==> src/rtl/gcn_sched_pkg.sv <==
// Shared types and defaults for the GCN transformation-phase sequencer.
package gcn_sched_pkg;

    typedef enum logic [3:0] {
        IDLE,
        RD_W,
        LD_W,
        RD_F,
        LD_F,
        MAC,
        WAIT,
        WR,
        DONE
    } sched_state_t;

    localparam int FEATURE_BASE_DEFAULT = 512;

endpackage

==> src/rtl/gcn_transform_sched.sv <==
// Sequencer for feature x weight: fetches operands, drives the MAC, indexes the result buffer.
// Optional cycle counter enabled by defining GCN_SCHED_PERF_EN.
module gcn_transform_sched
    import gcn_sched_pkg::*;
#(
    parameter int FEATURE_ROWS          = 6,
    parameter int WEIGHT_COLS           = 3,
    parameter int ADDRESS_WIDTH         = 13,
    parameter int FEATURE_BASE          = FEATURE_BASE_DEFAULT,
    parameter int COUNTER_FEATURE_WIDTH = $clog2(FEATURE_ROWS),
    parameter int COUNTER_WEIGHT_WIDTH  = $clog2(WEIGHT_COLS)
) (
    input  logic                             clk,
    input  logic                             reset,
    input  logic                             start,
    output logic                             enable_read,
    output logic [ADDRESS_WIDTH-1:0]         read_address,
    output logic                             load_weight,
    output logic                             load_feature,
    output logic                             mac_start,
    input  logic                             mac_done,
    output logic                             wr_en,
    output logic [COUNTER_FEATURE_WIDTH-1:0] wr_row,
    output logic [COUNTER_WEIGHT_WIDTH-1:0]  wr_col,
    output logic                             busy,
`ifdef GCN_SCHED_PERF_EN
    output logic                             done,
    output logic [15:0]                      cycle_count
`else
    output logic                             done
`endif
);

    localparam logic [COUNTER_FEATURE_WIDTH-1:0] ROW_LAST = COUNTER_FEATURE_WIDTH'(FEATURE_ROWS - 1);
    localparam logic [COUNTER_WEIGHT_WIDTH-1:0]  COL_LAST = COUNTER_WEIGHT_WIDTH'(WEIGHT_COLS - 1);

    sched_state_t                     state;
    logic [COUNTER_FEATURE_WIDTH-1:0] row;
    logic [COUNTER_WEIGHT_WIDTH-1:0]  col;

    // Column-outer / row-inner so each weight column is fetched exactly once.
    always_ff @(posedge clk or posedge reset) begin
        if (reset) begin
            state <= IDLE;
            row   <= '0;
            col   <= '0;
        end else begin
            case (state)
                IDLE: if (start) state <= RD_W;
                RD_W: state <= LD_W;
                LD_W: state <= RD_F;
                RD_F: state <= LD_F;
                LD_F: state <= MAC;
                MAC:  state <= WAIT;
                WAIT: if (mac_done) state <= WR;
                WR: begin
                    if (row != ROW_LAST) begin
                        row   <= row + 1'b1;
                        state <= RD_F;
                    end else if (col != COL_LAST) begin
                        row   <= '0;
                        col   <= col + 1'b1;
                        state <= RD_W;
                    end else begin
                        row   <= '0;
                        col   <= '0;
                        state <= DONE;
                    end
                end
                DONE: if (!start) state <= IDLE;
                default: state <= IDLE;
            endcase
        end
    end

    // Pure state decode, so an asynchronous reset clears every output at once.
    always_comb begin
        enable_read  = 1'b0;
        read_address = '0;
        load_weight  = 1'b0;
        load_feature = 1'b0;
        mac_start    = 1'b0;
        wr_en        = 1'b0;
        done         = 1'b0;
        busy         = (state != IDLE) && (state != DONE);
        case (state)
            RD_W: begin
                enable_read  = 1'b1;
                read_address = ADDRESS_WIDTH'(col);
            end
            LD_W: load_weight = 1'b1;
            RD_F: begin
                enable_read  = 1'b1;
                read_address = ADDRESS_WIDTH'(FEATURE_BASE) + ADDRESS_WIDTH'(row);
            end
            LD_F: load_feature = 1'b1;
            MAC:  mac_start    = 1'b1;
            WR:   wr_en        = 1'b1;
            DONE: done         = 1'b1;
            default: ;
        endcase
    end

    assign wr_row = row;
    assign wr_col = col;

`ifdef GCN_SCHED_PERF_EN
    // Counts busy cycles of the current run; frozen once busy drops.
    always_ff @(posedge clk or posedge reset) begin
        if (reset) begin
            cycle_count <= '0;
        end else if (state == IDLE && start) begin
            cycle_count <= '0;
        end else if (busy && cycle_count != 16'hFFFF) begin
            cycle_count <= cycle_count + 16'd1;
        end
    end
`endif

endmodule

==> config.mk <==
export PLATFORM = sky130hd
export DESIGN_NAME = gcn_transform_sched
export DESIGN_NICKNAME = d
export VERILOG_FILES = /design/src/rtl/gcn_sched_pkg.sv /design/src/rtl/gcn_transform_sched.sv
export SDC_FILE = /design/constraint.sdc
export NUM_CORES = 1
export LEC_CHECK = 0
export CAP_MARGIN = 5
export CORE_MARGIN = 5
export CORE_UTILIZATION = 41
export CTS_BUF_LIST = sky130_fd_sc_hd__clkbuf_16
export DETAILED_ROUTE_END_ITERATION = 16
export PLACE_DENSITY_LB_ADDON = 0.1
export SLEW_MARGIN = 0
export SYNTH_ARGS = -nofsm -noshare
export SYNTH_HDL_FRONTEND = slang
export SYNTH_SLANG_ARGS = --single-unit
==> constraint.sdc <==
create_clock -name clk -period 1.5 [get_ports clk]
set_input_delay 0.3 -clock clk [delete_from_list [all_inputs] [get_ports clk]]
set_output_delay 0.3 -clock clk [all_outputs]
set_load 0.005 [all_outputs]
-- Word-level counts from Yosys, hierarchy flattened
Index checks and enable logic that the tools add are counted.
- register bits: 9
- input bits: 4
- output and inout bits: 25
- word-level logic and storage cells: 42
- add/subtract/negate cells: 3
- equal/unequal tests: 14
- multiplexer cells: 15
- bitwise gates (word level): 1
- reductions and logical operators: 6
- operators by type and width (operator ; number):
    4-bit one-hot mux with 9 select lines ; 1
    11-bit one-hot mux with 2 select lines ; 1
    4-bit 2-to-1 mux ; 5
    4-bit by 3-bit == test with 1-bit output, second input constant ; 4
    10-bit by 3-bit adder with 11-bit output, first input constant ; 1
    4-bit by 2-bit == test with 1-bit output, second input constant ; 2
    2-bit inequality test, second input constant ; 4
    1-bit 2-to-1 mux ; 6
    4-bit by 1-bit == test with 1-bit output, second input constant ; 1
    4-bit == test, second input constant ; 1
    4-bit zero test ; 1
    4-bit inequality test, second input constant ; 1
    4-bit nonzero test ; 1
    3-bit by 1-bit adder with 3-bit output, second input constant ; 1
    3-bit 2-to-1 mux ; 1
    3-bit inequality test, second input constant ; 1
    3-bit AND reduction ; 1
    2-bit by 1-bit adder with 2-bit output, second input constant ; 1
    2-bit 2-to-1 mux ; 1
    2-bit AND reduction ; 1
    2-bit OR reduction ; 1
    1-bit logical AND ; 1
    1-bit NOT ; 1

-- Logic depth before layout (Yosys ltp)
- depth in word-level cells: 4
- depth in mapped cells: 5
- depth with buffers taken out: 4

-- Worst setup path before layout
Ideal clock, no wire load.
- path type: register to output
- from: reg state[2]
- to: out done
- arrival: 0.947 ns
- data required time: 1.200 ns
- setup slack: 0.253 ns
- cell stages (with the launch flop): 4
- path buffers: 1
- cells stage by stage: dfrtp_1 -> buf_6 -> or3_4 -> nor2_1
- cells in the longest elaborated chain, start to end: 2
- ends and longest elaborated chain (element ; RTL line ; source):
    from (decl) ; gcn_transform_sched.sv:37 ; sched_state_t state;
    from (signal assigned) ; gcn_transform_sched.sv:44 ; state <= IDLE;
    from (signal assigned) ; gcn_transform_sched.sv:49 ; IDLE: if (start) state <= RD_W;
    from (signal assigned) ; gcn_transform_sched.sv:50 ; RD_W: state <= LD_W;
    4-bit == test ; gcn_transform_sched.sv:86 ; case (state)
    1-bit 2-to-1 mux ; gcn_transform_sched.sv:86 ;
    to (decl) ; gcn_transform_sched.sv:30 ; output logic done
Every way passes these cells.

-- Final worst setup path
- from: reg state[0]
- to: out done
Same word-level chain as after synthesis.

==> results by group <==
Status
  • Outcome: complete, but fails checks
  • Failing checks: negative setup slack

Synthesis
  • Top-count cell post-synth: buf_4
  • Synth top area cells: dfrtp_1, buf_4, mux2_4
  • Ys async rst share: 100%
  • EDFF count, synth: 0
  • Ys flop type: dfrtp_1
  • Ys Warns: 0
  • Synth Cell Area: 686 sq um
  • Post-synth top cells: buf_4, dfrtp_1, nor2_1
  • Synth Register Bits: 9
  • Yosys top cell area share: ~33%
  • Synth Instances: 68
  • Register area share after synthesis: 32.8%
  • Syn Area/Cell: 10.1 sq um
  • Yosys cell types: 30
  • Synth area leader: dfrtp_1

Setup path
  • Kind of critical path: reg -> out
  • CP peak stage delay: 0.42 ns
  • Cells on worst reg2reg path: 7
  • Worst-path cell chain: buf_6, or3_4, nor2_4, buf_2
  • R2R setup slack: -0.15 ns
  • Worst R2R Start: state[2]
  • FF-to-FF End: wr_col[1]
  • Worst Path Arrival: 1.40 ns
  • Critical Path End Type: output port
  • Crit start category: flip-flop
  • Slowest cell on crit path: dfrtp_2
  • Crit Path Max Fanout: 4
  • Crit path required time: ~1.2 ns

GRT
  • Initial antenna violation count: 0
  • M3 GR Usage: ~4.4%
  • Met2 usage: between 20% and 30%
  • Met1 usage: 24.2%
  • Vias in the first global route: 715
  • Largest net degree at the start of global routing: 10
  • Total grt overflow: 0
  • Total GRT Usage: 18.6%
  • First-pass GRT wire length: approximately 3.7 mm
  • Gr busiest metal: met2

Flow run
  • Number of max-cap violations: 0

Drt
  • # DRC: 0
  • Drt initial violations: 18
  • ANT nets after route: 0
  • Drt pass-1 iters: 4
  • Via density: approximately 5.0
  • Vias: 683
  • WL per Instance: between 15 and 20 um
  • Routed WL: approximately 2.2 mm

Floorplanning
  • Die Y: 50.9 um
  • Die ar.: between 2000 and 3000 sq um
  • Ports: 29
  • Core Area: around 1500 sq um
  • # rows: 14
  • Starting Density: between 40 and 50%
  • Die width: around 50 um

Place
  • Worst slack, placed: -0.268 ns
  • IO buf count: 19
  • Post-DP HPWL: between 1 and 1.5 mm
  • GP Congestion: approximately 0.76

Timing
  • Setup WS post-layout: -0.197 ns
  • Maximum clock rate: between 0.5 and 0.6 GHz
  • Fin. max-slew vios: 0
  • Final period util: 113%
  • TNS Setup: -1.56 ns
  • RSZ-0062 raised after global routing: true
  • # setup viols final: 15
  • Min Hold Slack: 0.344 ns
  • Clock skew: about 0.0060 ns
  • Hold Violations, Final: 0
  • Fin crit period: 1.70 ns

Clock tree
  • Htree depth: 1
  • CTS buffer count: 3
  • Clock transition at path regs: roughly 0.040 ns
  • Sinks on Clock Net: 9
  • Clk_lat worst skew: approximately 0.24 ns
  • Hold-fix buffers, CTS: 0
  • TritonCTS clock tree: done
  • Max Buffers Root-to-Sink: 2
  • Root Driver: clkbuf_16

Cells and area
  • Antenna Cells: 0
  • Multi-input combinational cell area: 448 sq um
  • Sequential cell area: ~230 sq um
  • P&R area growth vs syn: 78.5%
  • Fin util: about four fifths
  • NumNets Final: 125
  • Layout cells sized above 1: 60.8%
  • Fillers: 92

Power
  • Switch share: a little over a third
  • Clk pwr share: between 15 and 20%
  • Flop pwr share: approximately 16%
  • Peak supply drop: approximately 0.0015 V
  • PwrDens: between 2000 and 2500 nW/um^2
  • Net Switching: roughly 0.0010 W
  • P_leak: 0.652 nW
  • Internal power: 0.00182 W
  • Gate power share: about 67%

Min path
  • HP Class: in -> async
## worst max-delay path, delay by kind of cell, from the launching register on
kind	cells	cell delay, ns
buffers and inverters	2	0.24
DFF	1	0.42
and+or+nand+nor	2	0.50
## metrics by stage
step | area [sq um] | total power, W | cells
floorplan | 716 | 0.00114 | 76
global placement | 936 | 0.00167 | 113
detailed placement | 936 | 0.00169 | 113
CTS | 1180 | 0.00264 | 134
global route | 1220 | 0.00302 | 136
finish | 1220 | 0.00285 | 136
## timing repair
action / 4_1_cts / 5_1_grt
buffers inserted: 17 / 5
resized for setup: 59 / 21
pin swaps: 8 / 7
setup endpoints to repair: 16 / 19
## cells by family (layout without fill, tap and decap cells)
family,Yosys count,count (layout),synth area share (%)
AO/OA/AOI/OAI,6,6,7.67
XOR/XNOR,4,4,5.11
buffers and inverters,17,61,17.2
flip-flops,9,9,32.8
multiplexers,6,6,10.6
other,1,9,0.547
AND/OR/NAND/NOR,25,25,26.1
## worst max-delay path by stage
stage,from,to,slack (ns),depth (start not counted)
3_5_place_dp,state[0],done,-0.27,3
3_3_place_gp,state[0],done,-0.24,3
4_1_cts,state[2],done,-0.17,4
6_report,state[0],done,-0.20,4
5_1_grt,state[3],done,-0.23,6
2_1_floorplan,state[2],done,0.25,3
## flip-flops by register name (all words and copies together), names as in the netlist
name,flops
state,4
wr_col,2
wr_row,3
## metal layers
layer / wire length, um / up-vias / part of all wire (%)
li1: - / 316 / -
met3: 152 / 8 / 6.8
met4: 65 / 0 / 2.9
met2: 1110 / 34 / 49
met1: 914 / 325 / 41
met5: 0 / - / 0
## cells in the final DEF, fill, tap and decap left out, types with 2 or more instances in the layout
cell type        Yosys  layout
inv_1                3       3
o21ai_0              2       2
nor2_1               8       4
buf_6                2      12
nand2_1              3       2
dlygate4sd2_1        0       3
xnor2_1              2       2
clkdlybuf4s50_1      0       4
conb_1               1       9
buf_2                1       9
dfrtp_1              9       7
clkbuf_2             0       2
buf_4               10      22
mux2_4               2       2
nor2b_1              2       2
inv_2                1       2
mux2_2               2       2
dfrtp_2              0       2
nor2_4               0       2
clkbuf_16            0       3
nor2_2               0       2
## power by group through the flow
stage | Combinational (W) | Sequential [W] | Clock [W]
after floorplan | 0.000681 | 0.000458 | 0
after global placement | 0.00121 | 0.000464 | 0
after detailed placement | 0.00122 | 0.000470 | 0
after CTS | 0.00173 | 0.000434 | 0.000480
after global routing | 0.00204 | 0.000473 | 0.000507
final | 0.00191 | 0.000459 | 0.000478
## cell type report
cell class	instances	share of cell area, %
Multi-Input combinational cell	50	36.6
Timing Repair Buffer	53	35.5
Inverter	4	1.23
Tap cell	16	1.64
Sequential cell	9	18.6
Clock inverter	1	0.307
Clock buffer	3	6.13
Note: power is estimated with default switching activity, not from simulation.
